### src/rtl/riscv_pipe_pkg.sv
// rtl/riscv_pipe_pkg.sv - shared pipeline types and constants
// Purpose: prefetcher state encoding, datapath width and the canonical NOP.
// Ports: none (package).
package riscv_pipe_pkg;

  localparam int XLEN = 32;
  localparam logic [XLEN-1:0] INSTR_NOP = 32'h0000_0013;

  typedef enum logic [1:0] {
    IDLE = 2'd0,
    REQ  = 2'd1,
    WAIT = 2'd2
  } pf_state_t;

endpackage

### src/rtl/prefetch_fifo.sv
// rtl/prefetch_fifo.sv - synchronous FIFO of {pc, instr} pairs
// Purpose: buffers fetched instructions with their PCs; flush beats push/pop.
// Ports: clk, reset (async active-low), push/push_pc/push_instr (write side),
//        pop (read side), flush (empty the queue), head_pc/head_instr (head
//        entry registers), count (occupancy, 0..DEPTH).
module prefetch_fifo #(
  parameter int DEPTH = 4,
  parameter int W     = 32,
  localparam int CW   = $clog2(DEPTH) + 1
) (
  input  logic          clk,
  input  logic          reset,
  input  logic          push,
  input  logic [W-1:0]  push_pc,
  input  logic [W-1:0]  push_instr,
  input  logic          pop,
  input  logic          flush,
  output logic [W-1:0]  head_pc,
  output logic [W-1:0]  head_instr,
  output logic [CW-1:0] count
);

  localparam int AW = $clog2(DEPTH);

  logic [AW-1:0] wr_ptr;
  logic [AW-1:0] rd_ptr;
  logic [W-1:0]  pc_mem    [DEPTH];
  logic [W-1:0]  instr_mem [DEPTH];
  logic          do_push;
  logic          do_pop;

  assign do_push    = push && (count != CW'(DEPTH));
  assign do_pop     = pop && (count != '0);
  assign head_pc    = pc_mem[rd_ptr];
  assign head_instr = instr_mem[rd_ptr];

  // DEPTH is a power of two, so the pointers wrap by plain overflow.
  always_ff @(posedge clk or negedge reset) begin
    if (!reset) begin
      wr_ptr <= '0;
      rd_ptr <= '0;
      count  <= '0;
      for (int i = 0; i < DEPTH; i++) begin
        pc_mem[i]    <= '0;
        instr_mem[i] <= '0;
      end
    end else if (flush) begin
      wr_ptr <= '0;
      rd_ptr <= '0;
      count  <= '0;
    end else begin
      if (do_push) begin
        pc_mem[wr_ptr]    <= push_pc;
        instr_mem[wr_ptr] <= push_instr;
        wr_ptr            <= wr_ptr + 1'b1;
      end
      if (do_pop) begin
        rd_ptr <= rd_ptr + 1'b1;
      end
      count <= count + CW'(do_push) - CW'(do_pop);
    end
  end

endmodule

### src/rtl/instr_prefetch_queue.sv
// rtl/instr_prefetch_queue.sv - sequential instruction prefetcher with redirect
// Purpose: issues word fetches over req/gnt/rvalid, queues responses with PCs,
//          flushes and restarts at the branch target on redirect.
// Ports: clk, reset (async active-low);
//        mem_req/mem_addr/mem_gnt/mem_rvalid/mem_rdata (instruction memory);
//        redirect/redirect_addr (taken branch from memory stage);
//        out_valid/out_instr/out_pc/out_ready (fetch stage).
module instr_prefetch_queue
  import riscv_pipe_pkg::*;
#(
  parameter int              DEPTH    = 4,
  parameter logic [XLEN-1:0] RESET_PC = 32'h0000_0000
) (
  input  logic            clk,
  input  logic            reset,
  output logic            mem_req,
  output logic [XLEN-1:0] mem_addr,
  input  logic            mem_gnt,
  input  logic            mem_rvalid,
  input  logic [XLEN-1:0] mem_rdata,
  input  logic            redirect,
  input  logic [XLEN-1:0] redirect_addr,
  output logic            out_valid,
  output logic [XLEN-1:0] out_instr,
  output logic [XLEN-1:0] out_pc,
  input  logic            out_ready
);

  localparam int CW = $clog2(DEPTH) + 1;

  pf_state_t       state;
  pf_state_t       state_next;
  logic [XLEN-1:0] fetch_pc;
  logic [XLEN-1:0] fetch_pc_next;
  logic            discard;
  logic            discard_next;
  logic [CW-1:0]   count;
  logic [CW:0]     count_after;
  logic            credit;
  logic            resp;
  logic            push;
  logic            pop;
  logic            addr_lsb_unused;

  assign addr_lsb_unused = ^redirect_addr[1:0];

  assign resp      = (state == WAIT) && mem_rvalid;
  assign push      = resp && !discard && !redirect;
  assign pop       = out_valid && out_ready;
  assign out_valid = (count != '0);

  // Credit is judged on the occupancy the FIFO will have after this edge,
  // at a point where nothing is outstanding (IDLE, or WAIT as it completes).
  always_comb begin
    count_after = '0;
    if (!redirect) begin
      count_after = {1'b0, count} + (CW+1)'(push) - (CW+1)'(pop);
    end
  end

  assign credit = (count_after < (CW+1)'(DEPTH));

  always_comb begin
    state_next    = state;
    fetch_pc_next = fetch_pc;
    discard_next  = discard;

    case (state)
      IDLE:    if (credit) state_next = REQ;
      REQ:     if (mem_gnt) state_next = WAIT;
      WAIT:    if (mem_rvalid) state_next = credit ? REQ : IDLE;
      default: state_next = IDLE;
    endcase

    // A grant of a stale (discarded) request must not advance the target PC.
    if (redirect) begin
      fetch_pc_next = {redirect_addr[XLEN-1:2], 2'b00};
    end else if ((state == REQ) && mem_gnt && !discard) begin
      fetch_pc_next = fetch_pc + 32'd4;
    end

    // A response arriving on the redirect edge is itself the stale one, so
    // nothing remains outstanding to drop afterwards.
    if (redirect) begin
      discard_next = (state == REQ) || ((state == WAIT) && !mem_rvalid);
    end else if (resp) begin
      discard_next = 1'b0;
    end
  end

  always_ff @(posedge clk or negedge reset) begin
    if (!reset) begin
      state    <= IDLE;
      fetch_pc <= RESET_PC;
      discard  <= 1'b0;
      mem_req  <= 1'b0;
      mem_addr <= RESET_PC;
    end else begin
      state    <= state_next;
      fetch_pc <= fetch_pc_next;
      discard  <= discard_next;
      mem_req  <= (state_next == REQ);
      // Address only moves when a new handshake starts.
      if ((state_next == REQ) && (state != REQ)) begin
        mem_addr <= fetch_pc_next;
      end
    end
  end

  prefetch_fifo #(
    .DEPTH (DEPTH),
    .W     (XLEN)
  ) u_fifo (
    .clk        (clk),
    .reset      (reset),
    .push       (push),
    .push_pc    (mem_addr),
    .push_instr (mem_rdata),
    .pop        (pop),
    .flush      (redirect),
    .head_pc    (out_pc),
    .head_instr (out_instr),
    .count      (count)
  );

endmodule

### config.mk
export PLATFORM = sky130hd
export DESIGN_NAME = instr_prefetch_queue
export DESIGN_NICKNAME = d
export VERILOG_FILES = /design/src/rtl/riscv_pipe_pkg.sv /design/src/rtl/prefetch_fifo.sv /design/src/rtl/instr_prefetch_queue.sv
export SDC_FILE = /design/constraint.sdc
export NUM_CORES = 1
export LEC_CHECK = 0
export CORE_AREA = 2 2 238 217
export CTS_CLUSTER_DIAMETER = 60
export DETAILED_ROUTE_END_ITERATION = 8
export DIE_AREA = 0 0 240 219
export SLEW_MARGIN = 20
export SYNTH_ARGS = -nofsm -noshare
export SYNTH_HDL_FRONTEND = slang
export SYNTH_SLANG_ARGS = --single-unit
### constraint.sdc
create_clock -name clk -period 3.65 [get_ports clk]
set_clock_uncertainty 0.15 [all_clocks]
set_input_delay 0.9125 -clock clk [delete_from_list [all_inputs] [get_ports clk]]
set_output_delay 0.9125 -clock clk [all_outputs]
set_load 0.02 [all_outputs]
==> results.yml, run 1 <==
status:
  status: "finished clean"
clocking:
  clkSinkCount: 331
  cts_made_buffers: 42
  cts_buffer_depth: 3
  clk_pin_slew_worst_paths_ns: 0.06
  clock-root-buffer: "clkbuf_16"
  tritoncts: "done"
  htreeDepth: 2
  hold_buffers: 0
  clk_latency_ns: 0.55
setup_path:
  reg2reg_from: "u_fifo.count[1]"
  cp-start-kind: "register"
  cp_num_buf_inv: 2
  required_ns: 2.59
  arrival_ns: 2.48
  critPathKind: "register to output pin"
  critical_path_depth: 3
  cp-startpoint: "u_fifo.rd_ptr[0]"
  ff2ff_path_depth: 11
  crit_path_top_delay_cell: "dfrtp_4"
  path_cells: "buf_4, mux4_2, clkdlybuf4s50_1"
  worstPathMaxFanout: 6
  crit_family: "buffers and inverters"
  endpoint_kind: "output pin"
  slowest_delay_ns: 0.56
global_route:
  grt_max_degree: 83
  grt_overflow_total: 0
  grt_pass1_wl_um: 57200
  grt_pass1_vias: 9653
  antenna_found_initial: 1
  track_usage: 0.141
timing:
  hold_slack_ns: 0.228
  grt_setup_unrepaired: "no"
  post-route-period-util: 0.971
  drv_slew: 0
  final_hold_viol_count: 0
  tightest_slew_ns: 0.942
  setup_viol: 0
  max-slew-margin-rel: 0.371
  clock.fmax_ghz: 0.282
  period_needed_ns: 3.54
  tns_ns: 0
floorplanning:
  ioPinCount: 168
  start_util: 0.297
  chipHeight_um: 219
  rows: 78
  fp.dieW_um: 240
  core_um2: 50000
  die-area_um2: 52600
logic_synthesis:
  synth_edf_count: 0
  yosysSeqAreaShare: 0.557
  synth_common_cells: "dfrtp_1 (331), mux2_2 (280), mux4_2 (64)"
  syn_nets: 1069
  synth_cell_types: 58
  avgSynthCellArea_um2: 15.0
  syn_inst: 989
  synth_area_leaders: "dfrtp_1 (56%), mux2_2 (21%), mux4_2 (9.7%), buf_4 (1.3%), ha_1 (0.76%)"
  synth_top_area_cell: "dfrtp_1"
  postSynth.asyncResetShare: 1.00
  synth_most_common_cell: "dfrtp_1"
  synthFlopType: "dfrtp_1"
  synth-warning-count: 0
  synth-seq-cells: 331
  synth_top_cell_area_share: 0.557
  syn_area_um2: 14900
detailed_routing:
  wl_per_cell_um: 19.2
  firstDrtPassIters: 4
  viasPerCell: 4.77
  num_vias: 8950
  ant_nets: 0
  drtIter0Drc: 440
  drc: 0
  wl_um: 36000
layout:
  final_area_um2: 18900
  drive_above_1_share: 0.387
  finish.utilization: 0.378
  area_growth_pct: 27.0
  finalNetCount: 1245
power_and_ir_drop:
  irDropWorstVdd_mv: 0.364
  leakage_uw: 0.00824
  power_uw: 13100
  powerDensity_nw_per_um2: 693
job:
  cap_violations: 0
hold_path:
  hold_path.class: "input port to async pin"
place:
  dp_hpwl_um: 23100
  placed_cell_area_um2: 17400
  gp_congestion: 0.779
  io_buffers: 165
## power breakdown
part           internal (µW)  switching [µW]
clock                   2580            1600
combinational           2180            1870
sequential              4250             592
## through the flow
| step | std cells | setup WS, ns |
|---|---|---|
| 3_5_place_dp | 1799 | -0.322 |
| 6_report | 1877 | 0.107 |
| 5_1_grt | 1877 | 0.00258 |
| 4_1_cts | 1876 | 0.000570 |
| 2_1_floorplan | 989 | 0.369 |
| 3_3_place_gp | 1799 | -0.321 |
## flip-flops by register name (all words and copies together) (netlist names)
signal,count
u_fifo.instr_mem,128
u_fifo.wr_ptr,2
u_fifo.rd_ptr,2
mem_addr,32
u_fifo.pc_mem,128
state,2
discard,1
mem_req,1
u_fifo.count,3
fetch_pc,32
## worst paths after layout
path | slack [ns] | endpoint
max | 0.11 | out_pc[10]
min | 0.23 | u_fifo.pc_mem[48]
max reg2reg | 0.29 | mem_addr[11]
min reg2reg | 0.35 | u_fifo.pc_mem[1]
max in group asynchronous | 2.26 | u_fifo.instr_mem[70]
min in group clk | 0.35 | u_fifo.pc_mem[1]
## routing by layer
layer / up-vias / global-route usage / routed length (µm)
met5: - / 0 / 0
met3: 58 / 0.0257 / 1330
li1: 4040 / - / -
met2: 145 / 0.223 / 16800
met4: 0 / 0.0547 / 950
met1: 4707 / 0.193 / 16900
## cells in the final DEF, fill, tap and decap left out, types with 3 or more instances in the layout
master | synthesis | layout
o31ai_1 | 8 | 8
nand2_1 | 26 | 26
mux2_2 | 280 | 280
and2_1 | 7 | 3
clkbuf_16 | 0 | 43
o31a_1 | 3 | 3
nor4_1 | 7 | 7
clkdlybuf4s50_1 | 0 | 162
buf_12 | 0 | 15
nor2_1 | 25 | 24
o211ai_1 | 6 | 6
dfrtp_1 | 331 | 329
clkbuf_8 | 0 | 13
mux2i_1 | 3 | 3
nand4_1 | 8 | 8
inv_6 | 0 | 4
nor2b_1 | 7 | 7
o21ai_0 | 19 | 19
ha_1 | 9 | 9
clkbuf_1 | 19 | 7
a31oi_1 | 9 | 9
or3_1 | 4 | 4
and4_1 | 3 | 3
xnor2_1 | 12 | 12
xor2_1 | 6 | 6
a21oi_1 | 8 | 8
inv_1 | 13 | 13
mux4_2 | 64 | 64
buf_4 | 26 | 13
and2_4 | 0 | 4
or4_1 | 8 | 8
nand2b_1 | 3 | 3
nand3_1 | 19 | 19
nor3_1 | 6 | 6
## cell type report
type                       instances  area, µm²
antenna                            1       2.50
clock buffer                      63       1280
clock inverter                    12        141
fill                            4729      31100
inverter                          13       48.8
multi-input combinational        582       6190
sequential                       331       8290
tap                              680        851
timing repair buffer             195       2070
## cell families after synthesis
kind of cell,share of synthesized area
xor gates and xnor gates,0.0106
AOI/OAI and AO/OA,0.0294
muxes,0.314
and+or+nand+nor,0.0523
DFF,0.557
buffers and inverters,0.0274
adders and majority gates,0.00893
## timing repair
item,4_1_cts,5_1_grt
gates resized for setup,0,3
endpoints found under the setup margin,55,9
buffers inserted,2,0
Power figures use the tool's default switching activity.
==> run 2, diff against run 1 <==
--- a/config.mk
+++ b/config.mk
@@ -5,11 +5,12 @@
 export SDC_FILE = /design/constraint.sdc
 export NUM_CORES = 1
 export LEC_CHECK = 0
-export CORE_AREA = 2 2 238 217
+export CORE_AREA = 2 2 248 226
 export CTS_CLUSTER_DIAMETER = 60
 export DETAILED_ROUTE_END_ITERATION = 8
-export DIE_AREA = 0 0 240 219
+export DIE_AREA = 0 0 250 228
 export SLEW_MARGIN = 20
 export SYNTH_ARGS = -nofsm -noshare
 export SYNTH_HDL_FRONTEND = slang
+export SYNTH_HIERARCHICAL = 1
 export SYNTH_SLANG_ARGS = --single-unit
==> results.yml, run 2 <==
status:
  status: "finished clean"
timing:
  post-route-period-util: 0.976
  grt_setup_unrepaired: "yes"
  clock.fmax_ghz: 0.281
  drv_slew: 0
  period_needed_ns: 3.56
  tightest_slew_ns: 0.572
  final_hold_viol_count: 0
  tns_ns: 0
  max-slew-margin-rel: 0.618
  setup_viol: 0
setup_path:
  worstPathMaxFanout: 21
  required_ns: 2.59
  endpoint_kind: "output pin"
  cp-startpoint: "u_fifo/rd_ptr[0]"
  critPathKind: "register to output pin"
  cp-start-kind: "register"
  arrival_ns: 2.50
  reg2reg_from: "u_fifo/count[1]"
power_and_ir_drop:
  powerDensity_nw_per_um2: 577
  leakage_uw: 0.00890
  irDropWorstVdd_mv: 0.322
detailed_routing:
  wl_per_cell_um: 19.6
  drc: 0
  ant_nets: 0
  wl_um: 37400
  firstDrtPassIters: 6
  viasPerCell: 4.64
  drtIter0Drc: 493
  num_vias: 8864
logic_synthesis:
  synth_edf_count: 0
  synth_cell_types: 54
  synth_area_leaders: "dfrtp_1 (51%), mux2_4 (22%), mux4_2 (8.9%), buf_12 (3.5%), mux2_1 (2.2%)"
  synthFlopType: "dfrtp_1"
  synth-seq-cells: 331
  synth_top_area_cell: "dfrtp_1"
  syn_nets: 1053
  syn_inst: 972
  synth_most_common_cell: "dfrtp_1"
  yosysSeqAreaShare: 0.513
  synth-warning-count: 6
  synth_common_cells: "dfrtp_1 (331), mux2_4 (240), mux4_2 (64)"
  avgSynthCellArea_um2: 16.6
  syn_area_um2: 16100
  postSynth.asyncResetShare: 1.00
  synth_top_cell_area_share: 0.513
floorplanning:
  start_util: 0.295
  fp.dieW_um: 250
  ioPinCount: 168
  rows: 82
  core_um2: 54800
  die-area_um2: 57000
  chipHeight_um: 228
clocking:
  clock-root-buffer: "clkbuf_16"
  cts_made_buffers: 43
  clk_pin_slew_worst_paths_ns: 0.06
  tritoncts: "done"
  cts_buffer_depth: 3
  htreeDepth: 2
  clkSinkCount: 331
  clk_latency_ns: 0.55
place:
  dp_hpwl_um: 24100
  io_buffers: 165
  gp_congestion: 0.739
layout:
  drive_above_1_share: 0.375
  area_growth_pct: 24.4
  final_common_cell: "dfrtp_1"
  finish.utilization: 0.366
  final_cell_mix: "dfrtp_1 (329), mux2_4 (240), clkdlybuf4s50_1 (152)"
  finalNetCount: 1244
  top_regs: "u_fifo/instr_mem x128, u_fifo/pc_mem x128"
global_route:
  grt_pass1_vias: 9829
  grt_pass1_wl_um: 59500
  grt_max_degree: 76
  track_usage: 0.134
  grt_overflow_total: 0
  antenna_found_initial: 1
hold_path:
  hold_path.class: "input port to async pin"
job:
  cap_violations: 0
[run 2: cell types whose count changed after synthesis, moves of 7 or more]
cell	change
mux2_2	-265
mux2_4	+238
mux2_1	+31
buf_12	+28
buf_4	-26
o21ai_0	-18
o21ai_1	+14
and3_1	+13
nand3_1	-9
a21bo_1	+7
[run 2: routing by layer]
layer  wire, µm  share of wire  GRT usage
met1      18200           0.49      0.192
met2      16800           0.45      0.201
met3       1550          0.041     0.0276
met4        855          0.023     0.0460
met5          0              0          0
[run 2: timing repair]
action | in CTS | in global routing
hold buffers | 0 | 0
resized for setup | 8 | 5
endpoints found under the setup margin | 54 | 10
setup buffers | 1 | 0
endpoints found under the hold margin | 0 | 0
[run 2: per-stage QoR]
| stage | instance area, µm² | std cells | hold slack (ns) | setup WS (ns) | power (µW) |
|---|---|---|---|---|---|
| global route | 20100 | 1911 | 0.185 | -0.0209 | 12100 |
| CTS | 20100 | 1910 | 0.157 | 0.00360 | 11800 |
| floorplan | 16100 | 972 | 0.302 | 0.0335 | 5960 |
| global placement | 18600 | 1831 | 0.312 | -0.190 | 7230 |
| finish | 20100 | 1911 | 0.162 | 0.0885 | 11600 |
| detailed placement | 18600 | 1831 | 0.324 | -0.162 | 7280 |
[run 2: cell families (layout without fill, tap and decap cells)]
logic type,after synthesis,after routing,synth area share
other,0,1,0
adders and majority gates,11,11,0.00899
buffers and inverters,68,292,0.0457
xor gates and xnor gates,21,21,0.0114
and+or+nand+nor,129,129,0.0495
AOI/OAI and AO/OA,60,60,0.0250
muxes,352,352,0.346
DFF,331,331,0.513
[run 2: worst paths after layout]
check	end	slack, ns	cells after the start
worst max-delay path	out_instr[31]	0.09	3
worst min-delay path	u_fifo/instr_mem[42]	0.16	1
worst max register to register	mem_addr[27]	0.52	12
worst min register to register	u_fifo/instr_mem[66]	0.33	1
max in group asynchronous	u_fifo/pc_mem[37]	2.32	3
min in group clk	u_fifo/instr_mem[66]	0.33	1
[run 2: worst max-delay path, stage by stage, from the launching register on]
cell and delay, ns:
dfrtp_4 0.54, buf_12 0.26, mux4_2 0.58, clkdlybuf4s50_1 0.56
[run 2: power by group]
part / leakage (µW) / switching (µW) / total (µW) / internal [µW]
clock: 0.000740 / 1700 / 4410 / 2710
combinational: 0.00371 / 1160 / 2580 / 1430
sequential: 0.00445 / 498 / 4590 / 4090
total: 0.00890 / 3350 / 11600 / 8230
[run 2: area by class of cell]
class / instances / area (µm²)
Tap cell: 714 / 893
Inverter: 11 / 41.3
Clock buffer: 56 / 1250
Sequential cell: 331 / 8290
Multi-Input combinational cell: 573 / 7130
Clock inverter: 22 / 246
Antenna cell: 1 / 2.50
Timing Repair Buffer: 203 / 2230
Fill cell: 5192 / 34700
==> run 3, diff against run 2 <==
--- a/config.mk
+++ b/config.mk
@@ -9,6 +9,7 @@
 export CTS_CLUSTER_DIAMETER = 60
 export DETAILED_ROUTE_END_ITERATION = 8
 export DIE_AREA = 0 0 250 228
+export SKIP_LAST_GASP = 1
 export SLEW_MARGIN = 20
 export SYNTH_ARGS = -nofsm -noshare
 export SYNTH_HDL_FRONTEND = slang
==> results.yml, run 3 (synthesized netlist as in run 2, its figures left out) <==
floorplanning:
  core_um2: 54800
  start_util: 0.295
  die-area_um2: 57000
  rows: 82
  ioPinCount: 168
  fp.dieW_um: 250
  chipHeight_um: 228
global_route:
  antenna_found_initial: 1
  grt_overflow_total: 0
  track_usage: 0.134
  grt_pass1_vias: 9829
  grt_max_degree: 76
  grt_pass1_wl_um: 59500
status:
  status: "finished clean"
detailed_routing:
  viasPerCell: 4.64
  wl_um: 37400
  wl_per_cell_um: 19.6
  dr_wl_met3_um: 1500
  ant_nets: 0
  routed-wl-met2_um: 16800
  met1_length_um: 18300
  drtIter0Drc: 492
  top_layer: "met4"
  drc: 0
  firstDrtPassIters: 6
  num_vias: 8868
job:
  cap_violations: 0
power_and_ir_drop:
  irDropWorstVdd_mv: 0.322
  power_uw: 11600
  powerDensity_nw_per_um2: 578
  leakage_uw: 0.00879
setup_path:
  endpoint_kind: "output pin"
  crit_path_top_delay_cell: "mux4_2"
  cp_num_buf_inv: 2
  path_cells: "buf_16, mux4_2, clkdlybuf4s50_1"
  worstPathMaxFanout: 25
  arrival_ns: 2.54
  cp-start-kind: "register"
  required_ns: 2.59
  crit_family: "buffers and inverters"
  slowest_delay_ns: 0.58
  critPathKind: "register to output pin"
place:
  dp_slack_ns: -0.162
  dp_hpwl_um: 24100
  io_buffers: 165
  dp_cells: 1831
  gp_congestion: 0.739
timing:
  final_hold_viol_count: 0
  max-slew-margin-rel: 0.618
  fin_ws_ns: 0.0458
  setup_viol: 0
  drv_slew: 0
  clock.fmax_ghz: 0.277
  post-route-period-util: 0.987
  hold_slack_ns: 0.164
  period_needed_ns: 3.60
  grt_setup_unrepaired: "yes"
  tightest_slew_ns: 0.572
layout:
  final_cell_mix: "dfrtp_1 (329), mux2_4 (240), clkdlybuf4s50_1 (163)"
  final_common_cell: "dfrtp_1"
  finalNetCount: 1244
  fillCellCount: 5188
  final_cells: 1911
  drive_above_1_share: 0.375
  area_growth_pct: 24.4
  top_regs: "u_fifo/instr_mem x128, u_fifo/pc_mem x128"
clocking:
  cts_buffer_depth: 3
  hold_buffers: 0
  clk_pin_slew_worst_paths_ns: 0.06
  clock-root-buffer: "clkbuf_16"
  tritoncts: "done"
  cts_made_buffers: 43
  htreeDepth: 2
  clk_latency_ns: 0.55
  clkSinkCount: 331
hold_path:
  hold_path.class: "input port to async pin"
[run 3: path summary, 6_finish.rpt]
check                           depth (start not counted)  slack [ns]                    to                 start
worst max-delay path                                    3        0.05            out_pc[30]      u_fifo/rd_ptr[0]
worst min-delay path                                    1        0.16  u_fifo/instr_mem[42]                 reset
worst max register to register                         12        0.52          mem_addr[27]       u_fifo/count[1]
worst min register to register                          1        0.33  u_fifo/instr_mem[66]  u_fifo/instr_mem[66]
max in group asynchronous                               3        2.31     u_fifo/pc_mem[37]                 reset
min in group clk                                        1        0.33  u_fifo/instr_mem[66]  u_fifo/instr_mem[66]
[run 3: metrics by stage]
stage	util	cell area (µm²)	setup TNS, ns
3_3_place_gp	0.339	18600	-3.39
3_5_place_dp	0.339	18600	-2.11
2_1_floorplan	-	16100	0
6_report	0.366	20100	0
5_1_grt	0.366	20100	-0.271
4_1_cts	0.366	20100	-0.0663
[run 3: routing by layer]
metal | GRT usage | vias to the layer above
met3 | 0.0276 | 50
li1 | - | 3996
met1 | 0.192 | 4672
met2 | 0.201 | 150
met5 | 0 | -
met4 | 0.0460 | 0
[run 3: where the power goes]
part	total (µW)	internal [µW]	switching [µW]
Sequential	4590	4090	498
Clock	4410	2710	1700
Combinational	2600	1440	1160
Total	11600	8250	3350
[run 3: area by class of cell]
type / instances / area [µm²] / area share
Inverter: 11 / 41.3 / 0.00206
Sequential cell: 331 / 8290 / 0.413
Antenna cell: 1 / 2.50 / 0.000125
Multi-Input combinational cell: 573 / 7130 / 0.355
Clock buffer: 56 / 1250 / 0.0622
Timing Repair Buffer: 203 / 2220 / 0.111
Tap cell: 714 / 893 / 0.0445
Clock inverter: 22 / 246 / 0.0123
[run 3: worst reg2reg max path: stages (launching register included)]
cell      delay, ns
dfrtp_1        0.48
or3_1          0.42
and2_1         0.21
ha_1           0.20
inv_1          0.05
ha_1           0.21
nand3b_1       0.10
nor4bb_1       0.30
buf_4          0.17
o31ai_4        0.08
buf_4          0.22
nor2_1         0.31
a21bo_1        0.17
[run 3: repair_timing]
action	in CTS	in global routing
resized for setup	2	0
setup buffers	1	0
setup endpoints to repair	54	16
